**src/rtl/regc_pkg.sv**
```systemverilog
// Shared constants, state encoding and the count-clamp helper for the
// register-C sweep sequencer.
package regc_pkg;

    localparam int DATA_W   = 18;
    localparam int ADDR_W   = 3;
    localparam int SUM_W    = 21;
    localparam int NUM_REGS = 8;
    localparam int CNT_W    = 4;

    localparam logic [CNT_W-1:0] MAX_COUNT = 4'd8;

    typedef enum logic [1:0] {
        IDLE  = 2'd0,
        SWEEP = 2'd1,
        DONE  = 2'd2
    } state_e;

    // Requests beyond the register file size read each register once.
    function automatic logic [CNT_W-1:0] clamp_count(input logic [CNT_W-1:0] cnt);
        logic [CNT_W-1:0] res;
        if (cnt > MAX_COUNT) begin
            res = MAX_COUNT;
        end else begin
            res = cnt;
        end
        return res;
    endfunction

endpackage

```
**src/rtl/regc_accum.sv**
```systemverilog
// Running-sum and last-sample registers for the sweep datapath.
// Clear has priority over enable.
module regc_accum #(
    parameter int DW = regc_pkg::DATA_W,
    parameter int SW = regc_pkg::SUM_W
) (
    input  logic          clk,
    input  logic          rst_n,
    input  logic          clr_i,
    input  logic          en_i,
    input  logic [DW-1:0] data_i,
    output logic [SW-1:0] sum_o,
    output logic [DW-1:0] last_o
);

    logic [SW-1:0] sum_q;
    logic [DW-1:0] last_q;
    logic [SW-1:0] data_ext_s;

    assign data_ext_s = {{(SW-DW){1'b0}}, data_i};

    // Accumulate zero-extended samples; clear on a newly accepted sweep.
    always_ff @(posedge clk or negedge rst_n) begin
        if (!rst_n) begin
            sum_q  <= {SW{1'b0}};
            last_q <= {DW{1'b0}};
        end else if (clr_i) begin
            sum_q  <= {SW{1'b0}};
            last_q <= {DW{1'b0}};
        end else if (en_i) begin
            sum_q  <= sum_q + data_ext_s;
            last_q <= data_i;
        end
    end

    assign sum_o  = sum_q;
    assign last_o = last_q;

endmodule

```
**src/rtl/regc_sweep_sequencer.sv**
```systemverilog
// Walks a run of consecutive register-C mux addresses, asserting swap1 while
// reading, accumulating the returned values and pulsing done at the end.
module regc_sweep_sequencer #(
    parameter int DATA_W = regc_pkg::DATA_W,
    parameter int ADDR_W = regc_pkg::ADDR_W,
    parameter int SUM_W  = regc_pkg::SUM_W
) (
    input  logic              clk,
    input  logic              rst_n,
    input  logic              start,
    input  logic              abort,
    input  logic [ADDR_W-1:0] base_addr,
    input  logic [3:0]        count,
    input  logic [DATA_W-1:0] bus,
    output logic [ADDR_W-1:0] reg_addr,
    output logic              swap1,
    output logic              busy,
    output logic              done,
    output logic [SUM_W-1:0]  sum,
    output logic [DATA_W-1:0] last
);

    import regc_pkg::*;

    state_e            state_q, state_d;
    logic [ADDR_W-1:0] addr_q, addr_d;
    logic [3:0]        rem_q, rem_d;
    logic              swap1_q, busy_q, done_q;
    logic              acc_clr_s, acc_en_s;
    logic [3:0]        cnt_clamped_s;

    assign cnt_clamped_s = clamp_count(count);

    // Next-state, address and remaining-count logic; abort always wins.
    always_comb begin
        state_d   = state_q;
        addr_d    = addr_q;
        rem_d     = rem_q;
        acc_clr_s = 1'b0;
        acc_en_s  = 1'b0;
        case (state_q)
            IDLE: begin
                if (start && !abort) begin
                    addr_d    = base_addr;
                    rem_d     = cnt_clamped_s;
                    acc_clr_s = 1'b1;
                    if (cnt_clamped_s != 4'd0) begin
                        state_d = SWEEP;
                    end else begin
                        state_d = DONE;
                    end
                end else begin
                    state_d = IDLE;
                end
            end
            SWEEP: begin
                if (abort) begin
                    state_d = IDLE;
                end else begin
                    acc_en_s = 1'b1;
                    addr_d   = addr_q + {{(ADDR_W-1){1'b0}}, 1'b1};
                    rem_d    = rem_q - 4'd1;
                    if (rem_q == 4'd1) begin
                        state_d = DONE;
                    end else begin
                        state_d = SWEEP;
                    end
                end
            end
            DONE: begin
                state_d = IDLE;
            end
            default: begin
                state_d = IDLE;
            end
        endcase
    end

    // State and counters; the status flags are decoded from the next state
    // so each one is a flop aligned with the state it describes.
    always_ff @(posedge clk or negedge rst_n) begin
        if (!rst_n) begin
            state_q <= IDLE;
            addr_q  <= {ADDR_W{1'b0}};
            rem_q   <= 4'd0;
            swap1_q <= 1'b0;
            busy_q  <= 1'b0;
            done_q  <= 1'b0;
        end else begin
            state_q <= state_d;
            addr_q  <= addr_d;
            rem_q   <= rem_d;
            swap1_q <= (state_d == SWEEP);
            busy_q  <= (state_d != IDLE);
            done_q  <= (state_d == DONE);
        end
    end

    regc_accum #(
        .DW (DATA_W),
        .SW (SUM_W)
    ) u_accum (
        .clk    (clk),
        .rst_n  (rst_n),
        .clr_i  (acc_clr_s),
        .en_i   (acc_en_s),
        .data_i (bus),
        .sum_o  (sum),
        .last_o (last)
    );

    assign reg_addr = addr_q;
    assign swap1    = swap1_q;
    assign busy     = busy_q;
    assign done     = done_q;

endmodule

```
**config.mk**
```make
export PLATFORM = sky130hd
export DESIGN_NAME = regc_sweep_sequencer
export DESIGN_NICKNAME = d
export VERILOG_FILES = /design/src/rtl/regc_pkg.sv /design/src/rtl/regc_accum.sv /design/src/rtl/regc_sweep_sequencer.sv
export SDC_FILE = /design/constraint.sdc
export NUM_CORES = 1
export LEC_CHECK = 0
export ABC_CLOCK_PERIOD_IN_PS = 2800
export BUFFER_PORTS_ARGS = -buffer_cell sky130_fd_sc_hd__buf_2
export CAP_MARGIN = 10
export CORE_MARGIN = 2
export CORE_UTILIZATION = 28
export CTS_CLUSTER_DIAMETER = 120
export DETAILED_ROUTE_END_ITERATION = 10
export HOLD_SLACK_MARGIN = 0.05
export PLACE_DENSITY_LB_ADDON = 0.25
export SYNTH_ARGS = -nofsm -noshare
export SYNTH_HDL_FRONTEND = slang
export SYNTH_SLANG_ARGS = --single-unit
```
**constraint.sdc**
```tcl
create_clock -name clk -period 2.8 [get_ports clk]
set_input_delay 0.56 -clock clk [delete_from_list [all_inputs] [get_ports clk]]
set_output_delay 0.56 -clock clk [all_outputs]
set_load 0.005 [all_outputs]
```
* Word level (Yosys, flattened, before mapping) *
Index checks and enable logic that the tools add are counted.

storage, ports and cells
  input bits = 29
  word-level logic and storage cells = 46
  output and inout bits = 45
  register bits after elaboration = 51

operators by class
  add/subtract/negate cells = 3
  eq/ne operators = 6
  mux-type cells = 20
  reductions and logical operators = 8
  $lt $le $gt $ge = 1

operators with widths
  kind                                                  count
  two-way mux 21 bit                                    2
  two-way mux 18 bit                                    2
  adder 21 x 18 -> 21 bit                               1
  two-way mux 4 bit                                     3
  two-way mux 2 bit                                     4
  one-hot mux 4 bit (2 select lines)                    1
  two-way mux 3 bit                                     2
  one-hot mux 3 bit (2 select lines)                    1
  nonzero test 2 bit                                    3
  equality test 2 x 1 -> 1 bit (second input constant)  2
  equality test 4 x 1 -> 1 bit (second input constant)  1
  > comparator 4 bit (second input constant)            1
  two-way mux 1 bit                                     4
  inequality test 2 bit (second input constant)         2
  one-hot mux 2 bit (2 select lines)                    1
  nonzero test 4 bit                                    1
  subtractor 4 x 1 -> 4 bit (second input constant)     1
  adder 3 x 1 -> 3 bit (second input constant)          1
  AND reduction 3 bit                                   1
  equality test 2 bit (second input constant)           1
  zero test 2 bit                                       1
  logical AND 1 bit                                     1
  zero test 1 bit                                       1

* Logic depth before layout (Yosys ltp) *
  depth in word-level cells = 7
  mapped depth = 8
  mapped depth without buffers = 8

* Cells and area by module *
A second synthesis with hierarchy kept.

second synthesis, totals
  cell total of the unflattened synthesis = 349
  area, all modules = 3443.3 sq um

modules (own cells, without submodules)
  module                seq. area each (sq um)  cells an instance  instances  area an instance (sq um)
  regc_accum            975.9                   290                1          2733.9
  regc_sweep_sequencer  300.3                   59                 1          709.4

* Least setup slack after synthesis *
Ideal clock, no wire load.

  path type = input-to-reg
  start point = input bus[0]
  end point = register u_accum.sum_q[10] (netlist: u_accum.sum_o[10])
  data arrival time = 2.207 ns
  required time = 2.666 ns
  buffers on the path = 0
  path slack = 0.458 ns
  stages on the path = 8
  library setup time = 0.134 ns
  cells stage by stage = ha_1 > fa_1 > a211oi_1 > o21ai_0 > a21boi_0 > a21oi_1 > xnor2_1 > o21ai_0

on the way
  longest elaborated chain between the ends = 3

RTL lines
  item                     RTL line                    text
  start: declaration       regc_sweep_sequencer.sv:14  input logic [DATA_W-1:0] bus,
  adder 21 x 18 -> 21 bit  regc_accum.sv:31            sum_q <= sum_q + data_ext_s;
  two-way mux 21 bit       regc_accum.sv:30            end else if (en_i) begin
  two-way mux 21 bit       regc_accum.sv:27            end else if (clr_i) begin
  end signal: assignment   regc_accum.sv:25            sum_q <= {SW{1'b0}};
  end signal: assignment   regc_accum.sv:28            sum_q <= {SW{1'b0}};
  end signal: assignment   regc_accum.sv:31
  end: declaration         regc_accum.sv:16            logic [SW-1:0] sum_q;

Every way passes these cells. The select of a mux whose other input is x is not followed.
A chain may end at the register's enable or synchronous reset.

* Worst setup path in the final report *
  start point = register u_accum.sum_q[0] (netlist: u_accum.sum_o[0])
  end point = register u_accum.sum_q[20] (netlist: u_accum.sum_o[20])

on the way
  longest elaborated chain between the ends = 3

RTL lines
  item                     RTL line
  adder 21 x 18 -> 21 bit  regc_accum.sv:31
  two-way mux 21 bit       regc_accum.sv:30
  two-way mux 21 bit       regc_accum.sv:27

Every way passes these cells. The select of a mux whose other input is x is not followed.

==> impl_metrics.yaml <==
run_status:
  status: "finished, final reports clean"
setup_path:
  worstPathRequired_ps: 3040
  ff2ff_setup_slack_ps: 400
  cp_top_family: "simple AND/OR/NAND/NOR gates"
  max_stage_delay_ps: 460
  path_cells: "ha_1 -> fa_1 -> a211oi_1 -> buf_4 -> nor4_2 -> nor3_1 -> o211a_1 -> or4_1 -> o21ai_1"
  r2r_start: "u_accum.sum_o[0]"
  worstSetupPathType: "flop to flop"
  cp-end-kind: "flop"
  slowest_stage: "or4_1"
  ff2ff_path_depth: 9
  worst-path-max-fanout: 4
  startpoint_type: "flop"
  r2r_end: "u_accum.sum_o[20]"
  arrival_ps: 2650
  cp_num_buf_inv: 1
yosys:
  synthCells: 302
  avgSynthCellArea_sq_um: 9.674
  yosysTopAreaCell: "dfrtp_1"
  ys_types: 50
  synth_flop_cell: "dfrtp_1"
  ys_seq_area_share_pct: 43.68
  ys_ff_latch: 51
  synth_edf_count: 0
  syn_area_sq_um: 2922
  synth_top_area_share_pct: 43.68
  yosys-top-cells-area: "dfrtp_1, ha_1, a22o_1"
  postSynth.asyncResetShare_pct: 100.0
  synth_nets: 353
  yosys_warnings: 0
cts:
  cts-htree-levels: 2
  post-cts-setup-buffers: 0
  ctsResizeCount: 0
  clock_path_buffers: 2
  root_buffer: "clkbuf_8"
  cts.sinks: 51
  clock_latency_ps: 310
  cts_hold_buf: 0
  cts_buffers: 5
  cts_tree: "built"
  path_clk_slew_ps: 100
power_and_ir_drop:
  p_per_area_nw_per_um2: 958.0
  power.leakage_nw: 1.727
  ir_worst_vdd_v: 0.0003737
cells_and_area:
  final-seq-area_sq_um: 1276
  final_area_sq_um: 3528
  drive_above_1_share_pct: 25.33
  area_growth_pct: 20.77
  final_common_cell: "buf_2"
  antenna_cells: 0
  nFillCells: 1084
  final_cells: 511
  multiInputGateArea_sq_um: 1545
  final_cell_mix: "buf_2, dfrtp_1, nand2_1"
  final_nets: 425
floorplanning:
  dieHeight_microns: 106.1
  dieArea_sq_um: 11270
  ios: 74
  die_w_microns: 106.1
  core_area_sq_um: 10230
  row_count: 37
  initial_utilization_pct: 28.56
global_route:
  grt_max_degree: 31
  grt-busiest-layer: "met2"
  overflow: 0
  gr-usage-all-layers_pct: 13.85
  grt.met1_usage_pct: 19.02
  antenna_found_initial: 0
  grt_pass1_wl_microns: 12580
  grt_pass1_vias: 2600
  use_met2_pct: 21.98
  met3_usage_pct: 3.250
place:
  dp_hpwl_microns: 5583
  place_area_sq_um: 3443
  dp.cells: 503
  port_buffers: 73
  gp_congestion: 0.7959
routing:
  routed_via_density: 4.980
  routed_wl_microns: 7535
  wl_per_cell_microns: 14.75
  drtIter0Drc: 90
  vias: 2545
  antenna_left: 0
  firstDrtPassIters: 4
  drc_errors: 0
timing:
  finalSetupViolations: 0
  worst_pin_slew_ps: 706.3
  fin_skew_ps: 6.831
  finalCritPeriodShare_pct: 85.88
  final_max_slew_viol_count: 0
  relSlewSlack_pct: 52.48
  fin_tns_setup_ps: 0
  final_hold_viol_count: 0
  post-route-min-period_ps: 2405
  grt_setup_unrepaired: "false"
  max_freq_ghz: 0.4159
flow_run:
  max_cap_viol_count: 0
min_path:
  hold_class: "input port to async pin"
==> state kept, by name, summed over array words and instances, names as in the netlist <==
signal          cells
busy                1
u_accum.last_o     18
state_q             2
swap1               1
reg_addr            3
rem_q               4
done                1
u_accum.sum_o      21
==> worst max-delay path by stage <==
stage / slack, ps / cells after the start / start / to
floorplan: 460 / 8 / bus[0] / u_accum.sum_o[10]
global placement: 170 / 10 / bus[0] / u_accum.sum_o[20]
detailed placement: 130 / 10 / bus[0] / u_accum.sum_o[20]
CTS: 390 / 9 / u_accum.sum_o[0] / u_accum.sum_o[20]
global route: 170 / 9 / u_accum.sum_o[0] / u_accum.sum_o[20]
finish: 400 / 9 / u_accum.sum_o[0] / u_accum.sum_o[20]
==> synth_stat cells, drive strengths merged, types with 2 or more instances <==
cell    instances
ha             21
a311oi          2
o211ai          3
mux2i           2
o21bai          2
nor3            4
nor2           19
inv             9
dfrtp          51
or3             2
nand4           4
buf             7
o21ai          32
nand2          34
nor4            2
nor3b           2
xor2            5
o22ai           2
a21o            2
a21oi          21
o211a           2
clkbuf          8
a31oi           3
xnor2          10
o21a            5
nand3           7
a211oi          2
o31ai           3
a22o           22
==> layer usage <==
layer	wire [microns]	up-vias
met2	3379	62
met4	62	0
met5	0	-
li1	-	1251
met3	417	7
met1	3675	1225
==> worst register-to-register path, cell delays in order (launching register included) <==
cell and delay (ps):
dfrtp_1 390, ha_1 220, fa_1 250, a211oi_1 90, buf_4 150, nor4_2 310
nor3_1 110, o211a_1 280, or4_1 460, o21ai_1 80
==> power by group <==
part	switching, mW	internal [mW]
combinational	0.955	0.794
clock	0.259	0.176
sequential	0.202	0.994
==> logic make-up (layout without fill, tap and decap cells) <==
logic type / count (synthesis) / count (layout) / synth area share, %
flip-flops: 51 / 51 / 43.68
adder cells (fa/ha/maj): 22 / 22 / 9.679
buffers and inverters: 24 / 97 / 3.683
multiplexers: 2 / 2 / 0.6853
AND/OR/NAND/NOR: 81 / 81 / 13.49
AO/OA/AOI/OAI: 107 / 107 / 24.28
XOR/XNOR: 15 / 15 / 4.497
==> stage by stage <==
step | worst slack, ps | hold WS (ps) | power (mW) | utilization (%)
after floorplan | 458.4 | 264.4 | 2.407 | -
after global placement | 175.0 | 478.1 | 2.944 | 33.66
after detailed placement | 132.5 | 476.3 | 2.967 | 33.66
after CTS | 386.5 | 225.2 | 3.425 | 34.49
after global routing | 174.4 | 243.1 | 3.710 | 34.49
final | 395.4 | 226.3 | 3.380 | 34.49
==> area by class of cell <==
| type | count | share of cell area [%] |
|---|---|---|
| inverters | 9 | 0.9574 |
| clock inverters | 2 | 0.3546 |
| well taps | 136 | 4.823 |
| multi-input cells | 227 | 43.79 |
| clock buffers | 6 | 2.057 |
| repair buffers | 80 | 11.84 |
| flip-flops and latches | 51 | 36.17 |
Power figures use the tool's default switching activity.
